### src/rtl/pipe_arb_pkg.sv
// -----------------------------------------------------------------------------
// pipe_arb_pkg
// Shared definitions for the pipeline-stage arbiter:
//   - arb_state_e : ownership FSM encoding (ARB_IDLE / ARB_LOCKED)
//   - CNT_W       : burst counter width (holds BURST values up to 15)
//   - idx_width() : width of a requester index, never narrower than 1 bit
// -----------------------------------------------------------------------------
package pipe_arb_pkg;

    typedef enum logic [0:0] {
        ARB_IDLE   = 1'b0,
        ARB_LOCKED = 1'b1
    } arb_state_e;

    localparam int unsigned CNT_W = 4;

    // clog2-style index width, clamped to 1 so a single-entry index still exists
    function automatic int unsigned idx_width(input int unsigned n);
        return (n <= 32'd1) ? 32'd1 : $clog2(n);
    endfunction

endpackage

### src/rtl/pipe_stage_arbiter_rr_pick.sv
// -----------------------------------------------------------------------------
// rr_pick
// Combinational round-robin scan: finds the first set bit of req starting at
// (last+1) mod NUM_REQ and wrapping upward.
// Ports:
//   req   in  NUM_REQ  candidate request vector
//   last  in  IDX_W    index granted most recently (scan starts just past it)
//   sel   out IDX_W    chosen index (0 when nothing is requesting)
//   found out 1        at least one request bit is set
// -----------------------------------------------------------------------------
module rr_pick
    import pipe_arb_pkg::*;
#(
    parameter int unsigned NUM_REQ = 4,
    parameter int unsigned IDX_W   = idx_width(NUM_REQ)
) (
    input  logic [NUM_REQ-1:0] req,
    input  logic [IDX_W-1:0]   last,
    output logic [IDX_W-1:0]   sel,
    output logic               found
);

    // Scan from the farthest offset down to the nearest one so the entry
    // closest to last+1 is written last and therefore wins.
    always_comb begin
        int unsigned idx_v;
        sel   = '0;
        found = |req;
        idx_v = 32'd0;
        for (int unsigned k = NUM_REQ; k >= 32'd1; k--) begin
            idx_v = (32'(last) + k) % NUM_REQ;
            sel   = req[idx_v] ? IDX_W'(idx_v) : sel;
        end
    end

endmodule

### src/rtl/pipe_stage_arbiter.sv
// -----------------------------------------------------------------------------
// pipe_stage_arbiter
// Shares one registered output stage between NUM_REQ valid/ready requesters.
// Selection is round-robin, but a requester that wins keeps ownership for up
// to BURST consecutive transfers while it keeps its valid asserted. The
// granted word lands in a one-entry buffer that refills in the same cycle the
// downstream consumer drains it.
// Ports:
//   clk        in   1              rising-edge clock
//   rst        in   1              synchronous active-high reset
//   req_valid  in   NUM_REQ        per-requester word valid
//   req_data   in   NUM_REQ*WIDTH  packed words, requester i at [i*WIDTH +: WIDTH]
//   req_ready  out  NUM_REQ        per-requester accept, one-hot or zero
//   out_data   out  WIDTH          buffered word
//   out_src    out  IDX_W          requester that supplied out_data
//   out_valid  out  1              buffer holds a word
//   out_ready  in   1              downstream takes the buffered word
// -----------------------------------------------------------------------------
module pipe_stage_arbiter
    import pipe_arb_pkg::*;
#(
    parameter int unsigned NUM_REQ = 4,
    parameter int unsigned WIDTH   = 16,
    parameter int unsigned BURST   = 4,
    parameter int unsigned IDX_W   = idx_width(NUM_REQ)
) (
    input  logic                       clk,
    input  logic                       rst,
    input  logic [NUM_REQ-1:0]         req_valid,
    input  logic [NUM_REQ*WIDTH-1:0]   req_data,
    output logic [NUM_REQ-1:0]         req_ready,
    output logic [WIDTH-1:0]           out_data,
    output logic [IDX_W-1:0]           out_src,
    output logic                       out_valid,
    input  logic                       out_ready
);

    localparam logic [CNT_W-1:0] BURST_C = CNT_W'(BURST);
    localparam logic [CNT_W-1:0] CNT_ONE = {{(CNT_W-1){1'b0}}, 1'b1};
    localparam logic [IDX_W-1:0] LAST_RST = IDX_W'(NUM_REQ - 32'd1);

    arb_state_e        state_r;
    arb_state_e        state_nxt_s;
    logic [IDX_W-1:0]  owner_r;
    logic [IDX_W-1:0]  owner_nxt_s;
    logic [CNT_W-1:0]  burst_cnt_r;
    logic [CNT_W-1:0]  burst_cnt_nxt_s;
    logic [IDX_W-1:0]  last_r;

    logic              load_en_s;
    logic              owner_hold_s;
    logic [IDX_W-1:0]  pick_sel_s;
    logic              pick_found_s;
    logic [IDX_W-1:0]  sel_s;
    logic              sel_found_s;
    logic              xfer_s;
    logic [WIDTH-1:0]  sel_word_s;

    rr_pick #(
        .NUM_REQ (NUM_REQ),
        .IDX_W   (IDX_W)
    ) u_rr_pick (
        .req   (req_valid),
        .last  (last_r),
        .sel   (pick_sel_s),
        .found (pick_found_s)
    );

    // Grant qualification: the owner keeps the stage while valid and within
    // budget; otherwise the round-robin pick applies. Reset blocks all grants.
    always_comb begin
        load_en_s    = ~out_valid | out_ready;
        owner_hold_s = (state_r == ARB_LOCKED) & req_valid[owner_r] & (burst_cnt_r < BURST_C);
        if (owner_hold_s) begin
            sel_s       = owner_r;
            sel_found_s = 1'b1;
        end else begin
            sel_s       = pick_sel_s;
            sel_found_s = pick_found_s;
        end
        xfer_s = ~rst & load_en_s & sel_found_s;
    end

    // One-hot ready; sel always points at a valid requester when found, so a
    // ready bit implies a transfer.
    always_comb begin
        req_ready = '0;
        for (int unsigned i = 0; i < NUM_REQ; i++) begin
            req_ready[i] = xfer_s & (sel_s == IDX_W'(i));
        end
    end

    // Data mux for the selected requester; only the buffer sees req_data.
    always_comb begin
        sel_word_s = '0;
        for (int unsigned i = 0; i < NUM_REQ; i++) begin
            sel_word_s = (sel_s == IDX_W'(i)) ? req_data[i*WIDTH +: WIDTH] : sel_word_s;
        end
    end

    // Ownership FSM next-state; stalls (load_en low) freeze owner and budget.
    always_comb begin
        state_nxt_s     = state_r;
        owner_nxt_s     = owner_r;
        burst_cnt_nxt_s = burst_cnt_r;
        case (state_r)
            ARB_IDLE: begin
                if (xfer_s && (BURST != 32'd1)) begin
                    state_nxt_s     = ARB_LOCKED;
                    owner_nxt_s     = sel_s;
                    burst_cnt_nxt_s = CNT_ONE;
                end else begin
                    state_nxt_s     = ARB_IDLE;
                    burst_cnt_nxt_s = '0;
                end
            end
            ARB_LOCKED: begin
                if (!load_en_s) begin
                    state_nxt_s = ARB_LOCKED;
                end else if (xfer_s && owner_hold_s) begin
                    // last already equals the owner, so rotation after the
                    // budget runs out starts past it automatically
                    if ((burst_cnt_r + CNT_ONE) == BURST_C) begin
                        state_nxt_s     = ARB_IDLE;
                        burst_cnt_nxt_s = '0;
                    end else begin
                        burst_cnt_nxt_s = burst_cnt_r + CNT_ONE;
                    end
                end else if (xfer_s) begin
                    // owner dropped valid: same-cycle handover to the pick
                    if (BURST == 32'd1) begin
                        state_nxt_s     = ARB_IDLE;
                        burst_cnt_nxt_s = '0;
                    end else begin
                        state_nxt_s     = ARB_LOCKED;
                        owner_nxt_s     = sel_s;
                        burst_cnt_nxt_s = CNT_ONE;
                    end
                end else begin
                    state_nxt_s     = ARB_IDLE;
                    burst_cnt_nxt_s = '0;
                end
            end
            default: begin
                state_nxt_s     = ARB_IDLE;
                owner_nxt_s     = '0;
                burst_cnt_nxt_s = '0;
            end
        endcase
    end

    // FSM, ownership and round-robin pointer registers.
    always_ff @(posedge clk) begin
        if (rst) begin
            state_r     <= ARB_IDLE;
            owner_r     <= '0;
            burst_cnt_r <= '0;
            last_r      <= LAST_RST;
        end else begin
            state_r     <= state_nxt_s;
            owner_r     <= owner_nxt_s;
            burst_cnt_r <= burst_cnt_nxt_s;
            if (xfer_s) begin
                last_r <= sel_s;
            end else begin
                last_r <= last_r;
            end
        end
    end

    // One-entry output buffer; a drained buffer with no new word just clears
    // valid and leaves data/src as they were.
    always_ff @(posedge clk) begin
        if (rst) begin
            out_data  <= '0;
            out_src   <= '0;
            out_valid <= 1'b0;
        end else if (xfer_s) begin
            out_data  <= sel_word_s;
            out_src   <= sel_s;
            out_valid <= 1'b1;
        end else if (out_ready) begin
            out_valid <= 1'b0;
        end else begin
            out_valid <= out_valid;
        end
    end

endmodule

### config.mk
export PLATFORM = sky130hd
export DESIGN_NAME = pipe_stage_arbiter
export DESIGN_NICKNAME = d
export VERILOG_FILES = /design/src/rtl/pipe_arb_pkg.sv /design/src/rtl/pipe_stage_arbiter_rr_pick.sv /design/src/rtl/pipe_stage_arbiter.sv
export SDC_FILE = /design/constraint.sdc
export NUM_CORES = 1
export LEC_CHECK = 0
export ABC_AREA = 1
export BUFFER_PORTS_ARGS = -buffer_cell sky130_fd_sc_hd__buf_2
export CAP_MARGIN = 0
export CORE_MARGIN = 8
export CORE_UTILIZATION = 49
export CTS_BUF_LIST = sky130_fd_sc_hd__clkbuf_8
export DETAILED_ROUTE_END_ITERATION = 8
export HOLD_SLACK_MARGIN = 0.02
export PLACE_DENSITY_LB_ADDON = 0.2
export SKIP_CTS_REPAIR_TIMING = 1
export SLEW_MARGIN = 20
export SYNTH_ARGS = -nofsm -noshare
export SYNTH_HDL_FRONTEND = slang
export SYNTH_HIERARCHICAL = 1
export SYNTH_SLANG_ARGS = --single-unit
### constraint.sdc
create_clock -name clk -period 1.9 [get_ports clk]
set_input_delay 0.095 -clock clk [delete_from_list [all_inputs] [get_ports clk]]
set_output_delay 0.095 -clock clk [all_outputs]
set_load 0.005 [all_outputs]
==> impl_metrics.py <==
metrics = {
    "critical_path": {
        "worstSetupEndpointType": "primary output",
        "critPathMaxFanout": 9,
        "required_ns": 1.80,
        "path_cells": "buf_12, inv_8, nand2_2, nand2_2, nand2_2, nand2_2, nand2_2, nand2_1, nand2_1, nand2_2, nand2_2, nand2_4, buf_8, nand2_4, nor2_1, buf_2",
        "critPathMostFrequentCell": "nand2_2",
        "critPathSlowestCell": "dfxtp_2",
        "slowest_delay_ns": 0.34,
        "arrival_ns": 1.94,
        "crit_path_start_kind": "register",
        "setup.worst_path.class": "reg -> out",
        "reg2reg_slack_ns": -0.07,
    },
    "global_route": {
        "grt_max_degree": 32,
        "grt_pass1_vias": 2340,
        "grt_pass1_wl_um": 9960,
        "grt.overflow.total": 0,
        "grt.total_usage": 0.181,
        "antenna_found_initial": 0,
    },
    "synthesis": {
        "seq_area_frac_synth": 0.259,
        "postSynthAreaPerCell_um2": 6.63,
        "ys.flop_type": "dfxtp_1",
        "synth_nets": 399,
        "synth_area_leaders": "dfxtp_1 (26%), nand2_1 (16%), nand3_1 (13%)",
        "yosysWarningCount": 6,
        "synth_seq_cells": 28,
        "yosysTopAreaCell": "dfxtp_1",
        "synth_common_cells": "nand2_1 (92), nand3_1 (56), inv_1 (32), dfxtp_1 (28), o21ai_0 (19)",
        "syn-cell-area_mm2": 0.00216,
        "synth_edf_count": 0,
        "synthArstFlopShare": 0,
        "syn_inst": 326,
        "yosysMostFrequentCell": "nand2_1",
        "yosysTopAreaCellShare": 0.259,
        "yosys.cell_types.count": 29,
    },
    "timing": {
        "finalSetupTns_ns": -1.01,
        "finalHoldViolCount": 0,
        "min_period_ns": 2.03,
        "fin_ws_ns": -0.133,
        "tightestPinTransition_ns": 0.375,
        "hold_slack_ns": 0.106,
        "skew_ns": 0.00315,
        "max_slew_margin": 0.749,
        "max_clock_freq_mhz": 492,
        "rsz0062_at_grt": "yes",
        "finalSetupViolCount": 19,
        "slew_violations": 0,
        "period_share": 1.07,
    },
    "cells_and_area": {
        "syn_to_final_growth_pct": 36.1,
        "multiInputGateArea_mm2": 0.00140,
        "fin_cells": 480,
        "final_nets": 502,
        "finish.instance_area_mm2": 0.00294,
        "drive_gt1_frac": 0.430,
        "diodes": 0,
        "fill_cells": 364,
        "regArea_um2": 566,
    },
    "route": {
        "ant_nets": 0,
        "vias": 2456,
        "drt-wirelength-per-cell_um": 13.8,
        "dr.pass1.iters": 6,
        "wirelength_um": 6640,
        "drc": 0,
        "drtIter0Drc": 152,
        "vias_per_cell": 5.12,
    },
    "pwr": {
        "p_clk_frac": 0.169,
        "seq_power_share": 0.261,
        "p_int_mw": 1.69,
        "netSwitchingFraction": 0.412,
        "comb_power_share": 0.570,
        "vdd_drop_max_uv": 516,
        "p_leak_nw": 1.54,
        "switchingPower_mw": 1.19,
        "pwr_density_cell_mw_per_mm2": 978,
    },
    "outcome": {
        "violations": "negative setup slack",
        "outcome": "complete, but fails checks",
    },
    "die": {
        "core_mm2": 0.00429,
        "fp.dieH_um": 82.4,
        "fp.dieW_um": 82.4,
        "die-area_mm2": 0.00679,
        "rows": 24,
        "start_util": 0.503,
        "io_pins": 94,
    },
    "placement": {
        "place_ws_ns": -0.00760,
        "dpl.hpwl_um": 4760,
        "place_inst": 465,
        "post_dp_cell_area_mm2": 0.00264,
        "port_buffers": 93,
        "gp_congestion": 0.887,
    },
    "min_path": {
        "min_path_type": "in -> reg",
    },
    "clocking": {
        "clk_pin_slew_ns": 0.10,
        "cts_tree": "built",
        "cts.sinks": 28,
        "root_buffer": "clkbuf_8",
        "clk_latency_ns": 0.28,
        "clockBufferDepth": 2,
        "cts_htree_levels": 1,
        "numCtsBuffers": 3,
    },
    "run": {
        "cap_violations": 0,
    },
}
logic make-up after synthesis:
kind of cell,after synthesis,share of synthesized area
simple gates,202,0.463
buf+inv,54,0.150
compound gates,38,0.108
flops,28,0.259
xor+xnor,2,0.00810
fa+ha+maj,2,0.0116
stage by stage:
stage	utilization	total power, mW
floorplan	-	1.73
global placement	0.614	2.04
detailed placement	0.614	2.05
CTS	0.631	2.54
global route	0.685	3.09
finish	0.685	2.88
worst max-delay path: cells and delay by family, from the launching register on:
kind | cells | cell delay (ns)
buffers and inverters | 4 | 0.45
flip-flops | 1 | 0.34
AND/OR/NAND/NOR | 12 | 0.86
power groups by stage:
stage          combinational (mW)  sequential, mW  clock (mW)
2_1_floorplan               0.969           0.760           0
3_3_place_gp                 1.28           0.759           0
3_5_place_dp                 1.30           0.758           0
4_1_cts                      1.30           0.746       0.491
5_1_grt                      1.82           0.763       0.511
6_report                     1.64           0.750       0.487
worst paths after layout:
path                      from           end  depth (start not counted)
hold reg to reg    out_data[0]   out_data[0]                          2
hold / removal    req_data[49]   out_data[1]                          5
setup reg to reg     last_r[0]   out_data[8]                         18
setup / recovery     last_r[0]  req_ready[3]                         16
area by class of cell:
| type | count | area share |
|---|---|---|
| multi-input combinational | 245 | 0.476 |
| timing repair buffer | 113 | 0.233 |
| sequential | 28 | 0.192 |
| inverter | 38 | 0.0527 |
| tap | 52 | 0.0221 |
| clock buffer | 3 | 0.0140 |
| clock inverter | 1 | 0.0102 |
per-layer routing:
layer  GRT usage  vias up  share of wire
met5           0        -              0
met4      0.0386        0         0.0077
met3      0.0509        6          0.079
met2       0.327       99           0.49
met1       0.206     1087           0.42
li1            -     1264              -
flip-flops by register name, indices dropped and copies added, names as in the netlist:
| register | cells |
|---|---|
| out_data | 16 |
| owner_r | 2 |
| burst_cnt_r | 4 |
| out_valid | 1 |
| last_r | 2 |
| state_r | 1 |
| out_src | 2 |
cells in the final DEF, fill, tap and decap left out, drive strengths merged, types with 4 or more instances in the layout:
| cell | netlist | layout |
|---|---|---|
| buf | 12 | 112 |
| nand3 | 60 | 60 |
| nor2 | 15 | 15 |
| dfxtp | 28 | 28 |
| nand4 | 5 | 5 |
| a21oi | 15 | 15 |
| clkbuf | 4 | 4 |
| inv | 36 | 36 |
| o21ai | 20 | 20 |
| nand3b | 10 | 10 |
| nand2 | 110 | 111 |
(Power assumes the default switching activity.)
